==> config.mk <==
export PLATFORM = sky130hd
export DESIGN_NAME = hazard_stall_ctrl
export DESIGN_NICKNAME = d
export VERILOG_FILES = /design/src/rtl/hazard_stall_ctrl.sv
export SDC_FILE = /design/constraint.sdc
export NUM_CORES = 1
export LEC_CHECK = 0
export BUFFER_PORTS_ARGS = -buffer_cell sky130_fd_sc_hd__clkbuf_2
export CORE_UTILIZATION = 54
export CTS_CLUSTER_DIAMETER = 80
export DETAILED_ROUTE_END_ITERATION = 6
export GPL_TIMING_DRIVEN = 0
export PLACE_DENSITY = 0.84
export SYNTH_ARGS = -nofsm -noshare
export SYNTH_HDL_FRONTEND = slang
export SYNTH_SLANG_ARGS = --single-unit
==> constraint.sdc <==
create_clock -name clk -period 4.05 [get_ports clk]
set_input_delay 0.81 -clock clk [delete_from_list [all_inputs] [get_ports clk]]
set_output_delay 0.81 -clock clk [all_outputs]
set_load 0.02 [all_outputs]
==> src/rtl/hazard_stall_ctrl.sv <==
// Pipeline interlock controller: load-use bubble, MDU occupancy stall and
// taken-branch flush, plus a saturating count of stalled cycles.
module hazard_stall_ctrl #(
    parameter int unsigned MDU_LAT = 32,
    parameter int unsigned CNT_W   = 6,
    parameter int unsigned PERF_W  = 16
) (
    input  logic              clk,
    input  logic              reset,
    input  logic              MemRead_EX,
    input  logic [4:0]        RegWrAddr_EX,
    input  logic [4:0]        RsAddr_ID,
    input  logic [4:0]        RtAddr_ID,
    input  logic              UseRt_ID,
    input  logic              MduStart_EX,
    input  logic              MduUse_ID,
    input  logic              BranchTaken_EX,
    output logic              PCWrite,
    output logic              IF_ID_Write,
    output logic              IF_ID_Flush,
    output logic              ID_EX_Flush,
    output logic              MduBusy,
    output logic [PERF_W-1:0] StallCnt
);

    if ((MDU_LAT < 1) || (longint'(MDU_LAT) > (longint'(1) << CNT_W))) begin : gBadLat
        $error("hazard_stall_ctrl: MDU_LAT-1 must fit in CNT_W bits and MDU_LAT >= 1");
    end

    typedef enum logic {IDLE, BUSY} mduState_t;

    mduState_t        state, stateNext;
    logic [CNT_W-1:0] cnt, cntNext;
    logic             loadUse, mduHaz, stall;

    // Hazard detection; a taken branch squashes ID so it never interlocks.
    always_comb begin
        loadUse = MemRead_EX && (RegWrAddr_EX != 5'd0) &&
                  ((RegWrAddr_EX == RsAddr_ID) || (UseRt_ID && (RegWrAddr_EX == RtAddr_ID)));
        mduHaz  = MduUse_ID && ((state == BUSY) || MduStart_EX);
        stall   = (loadUse || mduHaz) && !BranchTaken_EX;
    end

    // Pipeline control; reset forces a frozen, flushed front end.
    always_comb begin
        PCWrite     = 1'b0;
        IF_ID_Write = 1'b0;
        IF_ID_Flush = 1'b1;
        ID_EX_Flush = 1'b1;
        if (!reset) begin
            PCWrite     = !stall;
            IF_ID_Write = !stall;
            IF_ID_Flush = BranchTaken_EX;
            ID_EX_Flush = stall || BranchTaken_EX;
        end
    end

    // MDU occupancy FSM: busy for exactly MDU_LAT cycles after a start.
    always_comb begin
        stateNext = state;
        cntNext   = cnt;
        unique case (state)
            IDLE: begin
                if (MduStart_EX && !BranchTaken_EX) begin
                    stateNext = BUSY;
                    cntNext   = CNT_W'(MDU_LAT - 1);
                end
            end
            BUSY: begin
                if (cnt == '0) begin
                    stateNext = IDLE;
                end else begin
                    cntNext = cnt - CNT_W'(1);
                end
            end
            default: stateNext = IDLE;
        endcase
    end

    always_ff @(posedge clk) begin
        if (reset) begin
            state <= IDLE;
            cnt   <= '0;
        end else begin
            state <= stateNext;
            cnt   <= cntNext;
        end
    end

    assign MduBusy = (state == BUSY);

    // Saturating stall-cycle counter.
    always_ff @(posedge clk) begin
        if (reset) begin
            StallCnt <= '0;
        end else if (stall && (StallCnt != {PERF_W{1'b1}})) begin
            StallCnt <= StallCnt + PERF_W'(1);
        end
    end

endmodule
# Word level (Yosys, flattened, before mapping)

Index checks and enable logic that the tools add are counted.

Flip-flop bits (word level): 23
Input port bits: 22
Output and inout port bits: 21
Logic and storage cells: 36

Add/sub/neg operators: 2
Eq/ne operators: 5
Mux-type cells: 9
Bitwise gates (word level): 1
Reduce and logical (&&, ||, !) cells: 16

Operators by type and width:

| kind                                                                | number |
|---|---|
| 16-bit by 1-bit adder with 16-bit output (second input constant)    | 1 |
| 16-bit inequality test (second input constant)                      | 1 |
| 6-bit two-way mux                                                   | 2 |
| 6-bit case mux with 2 select lines                                  | 1 |
| 5-bit equality test                                                 | 2 |
| 1-bit logical AND                                                   | 7 |
| 6-bit zero test                                                     | 1 |
| 6-bit by 1-bit subtractor with 6-bit output (second input constant) | 1 |
| 1-bit two-way mux                                                   | 5 |
| 5-bit nonzero test                                                  | 1 |
| 1-bit logical OR                                                    | 4 |
| 2-bit inequality test (second input constant)                       | 2 |
| 1-bit zero test                                                     | 2 |
| 1-bit case mux with 2 select lines                                  | 1 |
| 2-bit AND reduction                                                 | 1 |
| 1-bit NOT                                                           | 1 |

# Longest topological paths before layout

Gate-level depths: netlist of the first run.

Depth in word-level cells: 8
Mapped depth: 9
Depth with buffers taken out: 7

# Worst setup path before layout of the first run

OpenSTA, ideal clock, no wires.

Kind: input-to-output
Start point: in RegWrAddr_EX[1]
End point: out PCWrite
Arrival: 2.647 ns
Data required time: 3.240 ns
Slack: 0.593 ns
Cell stages on the path: 8
Path buffers: 3
Cells stage by stage: or4_1 -> o21ai_1 -> o21a_4 -> buf_6 -> clkbuf_1 -> nor2_1 -> nor2_1 -> buf_4

Word-level cells in the longest chain between the ends: 8
Elaborated cells between the ends (all ways): 11
Those cells by class: 2 x eq/ne; 1 x mux; 8 x reduce/logical

Ends and longest elaborated chain:

| element               | RTL line | text |
|---|---|---|
| start: declaration    | 11       | `input logic [4:0] RegWrAddr_EX,` |
| 5-bit equality test   | 39       | `((RegWrAddr_EX == RsAddr_ID) \|\| (UseRt_ID && (RegWrAddr_EX == RtAddr_ID)));` |
| 1-bit logical AND     | 39       |  |
| 1-bit logical OR      | 39       |  |
| 1-bit logical AND (*) | 38       | `loadUse = MemRead_EX && (RegWrAddr_EX != 5'd0) &&` |
| 1-bit logical OR (*)  | 41       | `stall = (loadUse \|\| mduHaz) && !BranchTaken_EX;` |
| 1-bit logical AND (*) | 41       |  |
| 1-bit zero test (*)   | n/a      |  |
| 1-bit two-way mux (*) | n/a      |  |
| end: declaration      | 18       | `output logic PCWrite,` |

Mark *: on every way between the ends. The rest lies on a longest branch, timed or not.

# Worst setup path after layout of the first run

Start point: in RegWrAddr_EX[1]
End point: out PCWrite

Word-level cells in the longest chain between the ends: 8
Elaborated cells between the ends (all ways): 11
Those cells by class: 2 x eq/ne; 1 x mux; 8 x reduce/logical

Ends and longest elaborated chain:

| element               | RTL line | text |
|---|---|---|
| 5-bit equality test   | 39       |  |
| 1-bit logical AND     | 39       |  |
| 1-bit logical OR      | 39       |  |
| 1-bit logical AND (*) | 38       |  |
| 1-bit logical OR (*)  | 41       |  |
| 1-bit logical AND (*) | 41       |  |
| 1-bit zero test (*)   | 51       | `PCWrite = !stall;` |
| 1-bit two-way mux (*) | 50       | `if (!reset) begin` |

Marks and branches as above.

==> key figures, run 1 <==
Routing
  • Vias per cell: 6.249
  • DRC: 0
  • DR vias: 1481
  • WL final: ~3400 um
  • Per-cell routed wire length: roughly 14 um
  • Antenna viol nets, final: 0
  • Initial DRT Pass Iterations: 4
  • DRT iter0 DRCs: 36

Final layout
  • Core Util, Final: 0.7119
  • Count of non-filler cells in the finished layout: 237
  • Filler Cell Count: ~200
  • Layout area overhead: 19.58%
  • Ant diodes: 0
  • Final #Nets: about 230
  • Layout cells sized above 1: 0.2536

Worst setup path
  • CP Cell Sequence: clkbuf_2 -> or4_1 -> o21ai_1 -> o21a_4 -> buf_6 -> clkbuf_1 -> nor2_1 -> nor2_1 -> buf_4 -> clkbuf_2
  • Crit Reg-Reg Endpoint: StallCnt[11]
  • Flop-to-flop setup slack: roughly 1.8 ns
  • Worst R2R Start: StallCnt[2]
  • Req. time, crit path: ~3.2 ns
  • CP max FO: 10
  • Crit path launch type: primary input
  • Crit-path slowest cell: or4_1
  • Worst setup EP type: output pin
  • Critical path class: primary input to output pin
  • CP arrival: ~2.9 ns
  • R2R depth: 6
  • Critical Path Max Stage Delay: between 0.5 and 0.6 ns

Floorplanning
  • Initial core utilization: 0.5953
  • Standard-cell rows: 17
  • Die area: roughly 2700 sq um
  • Die width: 52.33 um
  • Core area: around 2300 sq um
  • Die Y-Extent: roughly 52 um
  • I/O pins: between 40 and 50

Worst hold path
  • Worst Hold Path Cells: 1
  • Min-delay worst type: register to register
  • Hold wc startpoint: cnt[0]
  • WHS Endpoint: cnt[0]

Timing
  • Min Tclk post-route: 3.684 ns
  • Final Cycle Share: 0.9095
  • Fin worst setup slack: around 0.37 ns
  • Count of final max-slew check failures: 0
  • Setup Skew: 0.006107 ns
  • Max Fclk: between 200 and 300 MHz
  • Worst slew margin: 0.6301
  • RSZ-0062 raised after global routing: false
  • Hold Fails Final Rpt: 0
  • Slew at the pin closest to its max-slew limit: about 0.55 ns
  • Finish-stage setup viols: 0
  • Final TNS setup: 0 ns

Clock network
  • Post-CTS sizing: 0
  • Root buf cell: clkbuf_4
  • H-tree depth: 1
  • Clock latency on the worst-skew pair: between 0.3 and 0.4 ns
  • Worst-path clk slew: approximately 0.13 ns
  • Postcts setup bufs: 0
  • Cts bufs inserted: 3
  • CTS tree: built
  • Clk buf depth: 2
  • # hold bufs at CTS: 0
  • Clock sink count: 23

Placement
  • Routability cong.: a little under 0.8
  • Dpl cells: around 230
  • Dpl hpwl: roughly 2600 um
  • IO buf count: 41
  • Dpl ws: 0.3487 ns

Logic synthesis
  • Share of the synthesized area in the top cell type: 0.3367
  • Cell taking the most area after synthesis: dfxtp_1
  • Synth Area in Simple Gates: 0.2763
  • Yosys warns: 0
  • FFs w/ async S/R, synth: 0
  • Syn avg cell area: 8.339 sq um
  • Post-synth top cells: dfxtp_1 (23), a21oi_1 (20), or4_1 (11), xor2_1 (11), nor2_1 (10)
  • Yosys cell types: 41
  • Cells after Synth: 164
  • Seq/Total Area, Yosys: 0.3367
  • Synth top area cells: dfxtp_1 (34%), a21oi_1 (7.3%), xor2_1 (7.0%), or4_1 (6.0%), o31ai_1 (4.9%)
  • Post-Synth XOR/XNOR Area: 0.08326
  • Mapped Nets: around 190
  • Synth Area in Compound Gates: 0.2278
  • Count leader, synth: dfxtp_1
  • Largest family of logic cells by synthesized area: simple AND/OR/NAND/NOR gates
  • Synthesized area: 1368 sq um
  • Post-synth EDFFs: 0
  • Yosys reg bits: 23
  • Primary FF master, synth: dfxtp_1
  • Post-synthesis mux area share: 0.008234
  • Synth Area in Adders: 0.01830

Pwr
  • Switching portion of total power: 0.2975
  • Internal: 0.3064 mW
  • Sw power: 0.1298 mW
  • Maximum vdd drop: between 0.2 and 0.25 mV
  • Total power: roughly 0.44 mW
  • Pleak: 0.6241 nW
  • Sequential power share: 0.559
  • Comb pwr share: 0.193
  • Clk pwr share: 0.247
  • Pwr/cell area: 266.7 nW/um^2

Global routing
  • Total gr overflow: 0
  • Largest net degree at the start of global routing: 14
  • GRT Util Overall: 0.2673
  • Initial antenna violation count: 0
  • Vias in the first global route: around 1400
  • First-pass GRT wire length: around 5600 um

Job
  • Max-cap viol count: 0

Run status
  • Run status: complete, no violations
state kept, by name, indices dropped and copies added (netlist names):
name / cells
StallCnt: 16
cnt: 6
MduBusy: 1
worst max path at each step:
stage / start / to / slack [ns] / depth (start not counted)
floorplan: RegWrAddr_EX[1] / PCWrite / 0.59 / 8
CTS: RegWrAddr_EX[1] / PCWrite / 0.36 / 10
global route: RegWrAddr_EX[1] / PCWrite / 0.19 / 10
detailed placement: RegWrAddr_EX[1] / PCWrite / 0.35 / 10
global placement: RegWrAddr_EX[1] / PCWrite / 0.41 / 10
finish: RegWrAddr_EX[1] / PCWrite / 0.37 / 10
per-stage QoR:
| step | cell area (sq um) | hold slack [ns] |
|---|---|---|
| finish | 1635 | 0.5131 |
| global route | 1635 | 0.5364 |
| CTS | 1635 | 0.5055 |
| detailed placement | 1608 | 0.4865 |
| global placement | 1608 | 0.4817 |
| floorplan | 1368 | 0.4579 |
metal layers:
metal	wire [um]	vias to the layer above	track usage
met5	0	-	0
met4	23	0	0.06140
met3	203	4	0.03478
met2	1774	57	0.5042
met1	1403	708	0.3137
li1	-	712	-
cell usage in the layout, fill, tap and decap left out, types with 3 or more instances in the layout:
master	count
a21oi_1	20
and3_1	3
clkbuf_1	6
clkbuf_2	41
clkbuf_4	3
dfxtp_1	23
inv_1	7
nand2_1	8
nand3_1	8
nand4_1	4
nor2_1	10
nor3_1	3
o21ai_0	5
o31ai_1	9
or3b_1	3
or4_1	11
xor2_1	11
layout make-up:
type | instances | area (sq um) | share of cell area
clock inverters | 1 | 5.005 | 0.003060
inverters | 7 | 26.28 | 0.01607
repair buffers | 41 | 205.2 | 0.1255
plain buffers | 8 | 41.29 | 0.02525
flip-flops and latches | 23 | 460.4 | 0.2816
multi-input cells | 126 | 839.6 | 0.5134
well taps | 28 | 35.03 | 0.02142
clock buffers | 3 | 22.52 | 0.01377
logic make-up (layout without fill, tap and decap cells):
| group | count (synthesis) | after routing |
|---|---|---|
| AND/OR/NAND/NOR | 63 | 63 |
| AO/OA/AOI/OAI | 47 | 47 |
| buffers and inverters | 15 | 60 |
| XOR/XNOR | 13 | 13 |
| adder cells (fa/ha/maj) | 2 | 2 |
| multiplexers | 1 | 1 |
| flip-flops | 23 | 23 |
power groups by stage:
stage          combinational (mW)  sequential [mW]  clock, mW
2_1_floorplan              0.0530            0.249          0
3_3_place_gp               0.0793            0.248          0
3_5_place_dp               0.0842            0.249          0
4_1_cts                    0.0845            0.244      0.108
5_1_grt                    0.0943            0.245      0.114
6_report                   0.0844            0.244      0.108
worst max-delay path, delay by kind of cell:
family / cells / cell delay, ns
buf+inv: 5 / 0.88
simple gates: 3 / 0.72
compound gates: 2 / 0.45
Note: power is estimated with default switching activity, not from simulation.
==> inputs of run 2 (changes only) <==
Settings changed: CORE_MARGIN set to 1, CORE_UTILIZATION 54 to 35, PLACE_DENSITY 0.84 to not set.
==> run 2 against run 1 <==
Against the previous run: non-clock buffer count unchanged; clock power up 40%; critical path type unchanged; critical path depth stayed put; critical endpoint unchanged; sequential share of layout area shrank 0.78 points.
==> key figures, run 2 (synthesis results as in run 1) <==
Run status
  • Run status: complete, no violations

Clock network
  • Clock sink count: 23
  • Cts bufs inserted: 3
  • Post-CTS sizing: 0
  • CTS tree: built
  • Root buf cell: clkbuf_8
  • Worst-path clk slew: about 0.08 ns
  • Clock latency on the worst-skew pair: ~0.27 ns
  • Clk buf depth: 2
  • Postcts setup bufs: 0
  • # hold bufs at CTS: 0
  • H-tree depth: 1

Pwr
  • Pwr/cell area: around 280 nW/um^2
  • Total power: ~0.48 mW
  • Maximum vdd drop: ~0.21 mV
  • Pleak: between 0.6 and 0.7 nW

Global routing
  • Total gr overflow: 0
  • First-pass GRT wire length: around 5600 um
  • Vias in the first global route: between 1000 and 1500
  • GRT Util Overall: 0.1753
  • Largest net degree at the start of global routing: 15
  • Initial antenna violation count: 0

Timing
  • Min Tclk post-route: approximately 3.8 ns
  • Setup Skew: ~0.0073 ns
  • Slew at the pin closest to its max-slew limit: 0.5241 ns
  • Hold Fails Final Rpt: 0
  • Final Cycle Share: 0.9295
  • Count of final max-slew check failures: 0
  • Final TNS setup: 0 ns
  • Max Fclk: between 200 and 300 MHz
  • RSZ-0062 raised after global routing: false
  • Worst slew margin: 0.6469
  • Finish-stage setup viols: 0

Routing
  • Antenna viol nets, final: 0
  • WL final: 3400 um
  • Vias per cell: approximately 5.3
  • Per-cell routed wire length: 13.23 um
  • Initial DRT Pass Iterations: 4
  • DRC: 0
  • DRT iter0 DRCs: 21
  • DR vias: ~1400

Worst setup path
  • Req. time, crit path: between 3 and 4 ns
  • CP arrival: between 2 and 3 ns
  • CP max FO: 10
  • Critical path class: primary input to output pin
  • Crit path launch type: primary input
  • Worst setup EP type: output pin
  • Flop-to-flop setup slack: 1.90 ns

Placement
  • Dpl hpwl: ~2600 um
  • IO buf count: 41
  • Routability cong.: between 0.8 and 0.9

Final layout
  • Top reg by flops: StallCnt
  • Layout cells sized above 1: 0.2536
  • Ant diodes: 0
  • Most common cell after layout, fill and taps aside: clkbuf_2
  • Final #Nets: around 230
  • Leading cell types in the layout, fill and taps excluded: clkbuf_2 (41), dfxtp_1 (23), a21oi_1 (20)
  • Layout area overhead: 22.96%
  • Max reg flops: 16

Floorplanning
  • Die width: ~65 um
  • Initial core utilization: 0.3680
  • Die Y-Extent: about 65 um
  • Standard-cell rows: 22
  • I/O pins: 43
  • Die area: 4162 sq um
  • Core area: between 3000 and 4000 sq um

Job
  • Max-cap viol count: 0

Worst hold path
  • Min-delay worst type: register to register
==> run 2: changes by cell type in the layout (fill, tap and decap cells not counted) <==
cell	change
clkbuf_8	+3
clkinvlp_4	+1
clkbuf_4	-3
clkinv_2	-1
==> run 2: path summary, 6_finish.rpt <==
path	start	to	depth (start not counted)
min reg2reg	cnt[0]	cnt[0]	1
max reg2reg	StallCnt[2]	StallCnt[13]	6
max	RegWrAddr_EX[1]	PCWrite	10
min	cnt[0]	cnt[0]	1
==> run 2: stage by stage <==
step	std cells	area (sq um)	worst slack (ns)	util	hold slack, ns
after global routing	257	1682	0.1594	0.4525	0.5271
final	257	1682	0.2856	0.4525	0.5183
after detailed placement	253	1633	0.2755	0.4394	0.5023
after global placement	253	1633	0.2397	0.4394	0.4943
after CTS	257	1682	0.2583	0.4525	0.5136
after floorplan	164	1368	0.5929	-	0.4579
==> run 2: cell type report <==
type	instances	area (sq um)
Fill cell	404	2034
Multi-Input combinational cell	126	839.6
Sequential cell	23	460.4
Timing Repair Buffer	41	205.2
Tap cell	48	60.06
Clock buffer	3	41.29
Buffer	8	41.29
Inverter	7	26.28
Clock inverter	1	7.507
==> run 2: metal layers <==
layer	vias up	GRT usage	routed length [um]
met5	-	0	0
met4	0	0.05833	40
met3	5	0.04225	182
met2	30	0.2961	1534
met1	623	0.2168	1643
li1	710	-	-
==> run 2: worst max-delay path, stage by stage <==
cell and delay [ns]:
clkbuf_2 0.11, or4_1 0.52, o21ai_1 0.23, o21a_4 0.22, buf_6 0.15, clkbuf_1 0.37
nor2_1 0.08, nor2_1 0.18, buf_4 0.14, clkbuf_2 0.15
==> run 2: power breakdown <==
part           switching [mW]  internal (mW)  total (mW)
logic                  0.0486         0.0346      0.0832
registers             0.00933          0.234       0.244
clock network          0.0811         0.0698       0.151
total                   0.139          0.339       0.478
==> inputs of run 3 (changes only) <==
Settings changed: CORE_ASPECT_RATIO set to 0.6.
==> run 3 against run 2 <==
Against the previous run: the run now ends with DRC left; critical path depth is the same; first-iteration DRC count rose to 5.7 times the previous value; cell area shrank 0.22%; via count grew 2.9%; sequential share of layout area is 0.061 points higher; critical endpoint unchanged; flip-flop and latch count is the same; worst setup slack lost 0.036 ns; critical path type unchanged; largest power group unchanged.
==> key figures, run 3 (synthesis results as in run 1) <==
Floorplanning
  • Standard-cell rows: 17
  • Die Y-Extent: 50.42 um
  • Initial core utilization: 0.3695
  • Die area: between 4000 and 5000 sq um
  • I/O pins: 43
  • Die width: around 83 um
  • Core area: roughly 3700 sq um

Timing
  • Max Fclk: 263.1 MHz
  • Min Tclk post-route: ~3.8 ns
  • Hold WS: ~0.5 ns
  • Setup Skew: between 0.007 and 0.008 ns
  • Final TNS setup: 0 ns
  • Slew at the pin closest to its max-slew limit: around 0.52 ns
  • Count of final max-slew check failures: 0
  • Finish-stage setup viols: 0
  • Hold Fails Final Rpt: 0
  • Worst slew margin: 0.6518
  • Final Cycle Share: 0.9384
  • RSZ-0062 raised after global routing: false

Run status
  • Failing checks: DRC
  • Run status: complete, but fails checks

Worst hold path
  • Worst Hold Path Cells: 1
  • WHS Endpoint: cnt[0]
  • Hold wc startpoint: cnt[0]
  • Min-delay worst type: register to register

Pwr
  • Maximum vdd drop: around 0.16 mV
  • Pwr/cell area: between 200 and 300 nW/um^2
  • Pleak: 0.6319 nW

Global routing
  • Vias in the first global route: between 1000 and 1500
  • GRT Util Overall: 0.1813
  • Total gr overflow: 0
  • Largest net degree at the start of global routing: 14
  • First-pass GRT wire length: 5768 um
  • Initial antenna violation count: 0

Worst setup path
  • Crit path launch type: primary input
  • R2R depth: 6
  • Worst setup EP type: output pin
  • Worst R2R Start: StallCnt[2]
  • CP max FO: 10
  • Crit Reg-Reg Endpoint: StallCnt[13]
  • Critical path class: primary input to output pin
  • CP arrival: roughly 3 ns
  • Req. time, crit path: 3.24 ns
  • Flop-to-flop setup slack: 1.86 ns

Clock network
  • Post-CTS sizing: 0
  • Clock sink count: 23
  • H-tree depth: 1
  • Clk buf depth: 2
  • Postcts setup bufs: 0
  • Clock latency on the worst-skew pair: between 0.2 and 0.3 ns
  • Cts bufs inserted: 3
  • Root buf cell: clkbuf_8
  • CTS tree: built
  • # hold bufs at CTS: 0
  • Worst-path clk slew: 0.09 ns

Final layout
  • Layout area overhead: 22.69%
  • Count of non-filler cells in the finished layout: 256
  • Layout cells sized above 1: 0.2536
  • Leading cell types in the layout, fill and taps excluded: clkbuf_2 (41), dfxtp_1 (23), a21oi_1 (20)
  • Ant diodes: 0
  • Max reg flops: 16
  • Final #Nets: ~230
  • Top reg by flops: StallCnt
  • Most common cell after layout, fill and taps aside: clkbuf_2

Placement
  • IO buf count: 41
  • Routability cong.: between 0.7 and 0.8
  • Dpl cells: ~250
  • Dpl hpwl: between 2000 and 3000 um

Routing
  • Vias per cell: roughly 5.5
  • Per-cell routed wire length: roughly 14 um
  • WL final: roughly 3500 um
  • DR vias: 1407
  • DRC: 4
  • Antenna viol nets, final: 0
  • Initial DRT Pass Iterations: 7
  • DRT iter0 DRCs: between 100 and 150

Job
  • Max-cap viol count: 0
run 3: worst max-delay path: stages:
cell      delay (ns)
clkbuf_2        0.11
or4_1           0.53
o21ai_1         0.27
o21a_4          0.24
buf_6           0.15
clkbuf_1        0.40
nor2_1          0.08
nor2_1          0.13
buf_4           0.12
clkbuf_2        0.15
run 3: layer usage:
layer / part of all wire / global-route usage
met3: 0.066 / 0.03455
met4: 0.0012 / 0.03161
met5: 0 / 0
met1: 0.54 / 0.2791
met2: 0.39 / 0.2596
run 3: final cells by class:
class | instances | area [sq um]
Buffer | 8 | 41.29
Timing Repair Buffer | 41 | 205.2
Inverter | 7 | 26.28
Multi-Input combinational cell | 126 | 839.6
Sequential cell | 23 | 460.4
Clock buffer | 3 | 41.29
Tap cell | 47 | 58.81
Clock inverter | 1 | 5.005
Fill cell | 393 | 2023
run 3: power breakdown:
group	switching (mW)	internal, mW	leakage, nW	total [mW]
Sequential	0.00909	0.234	0.187	0.244
Combinational	0.0496	0.0346	0.420	0.0842
Clock	0.0815	0.0689	0.0255	0.150
run 3: through the flow:
stage                 util  setup WS (ns)  power, mW  cell area, sq um
floorplan                -         0.5929     0.3016              1368
finish              0.4533         0.2495     0.4782              1678
CTS                 0.4533         0.2452     0.4781              1678
global placement    0.4408         0.3021     0.3317              1632
detailed placement  0.4408         0.2525     0.3317              1632
global route        0.4533        0.06736     0.5003              1678
run 3: how the worst max path moves through the flow:
stage,startpoint,endpoint,slack [ns],cells after the start
6_report,RegWrAddr_EX[1],PCWrite,0.25,10
5_1_grt,RegWrAddr_EX[1],PCWrite,0.07,10
4_1_cts,RegWrAddr_EX[1],PCWrite,0.25,10
3_5_place_dp,RegWrAddr_EX[1],PCWrite,0.25,10
3_3_place_gp,RegWrAddr_EX[1],PCWrite,0.30,10
2_1_floorplan,RegWrAddr_EX[1],PCWrite,0.59,8
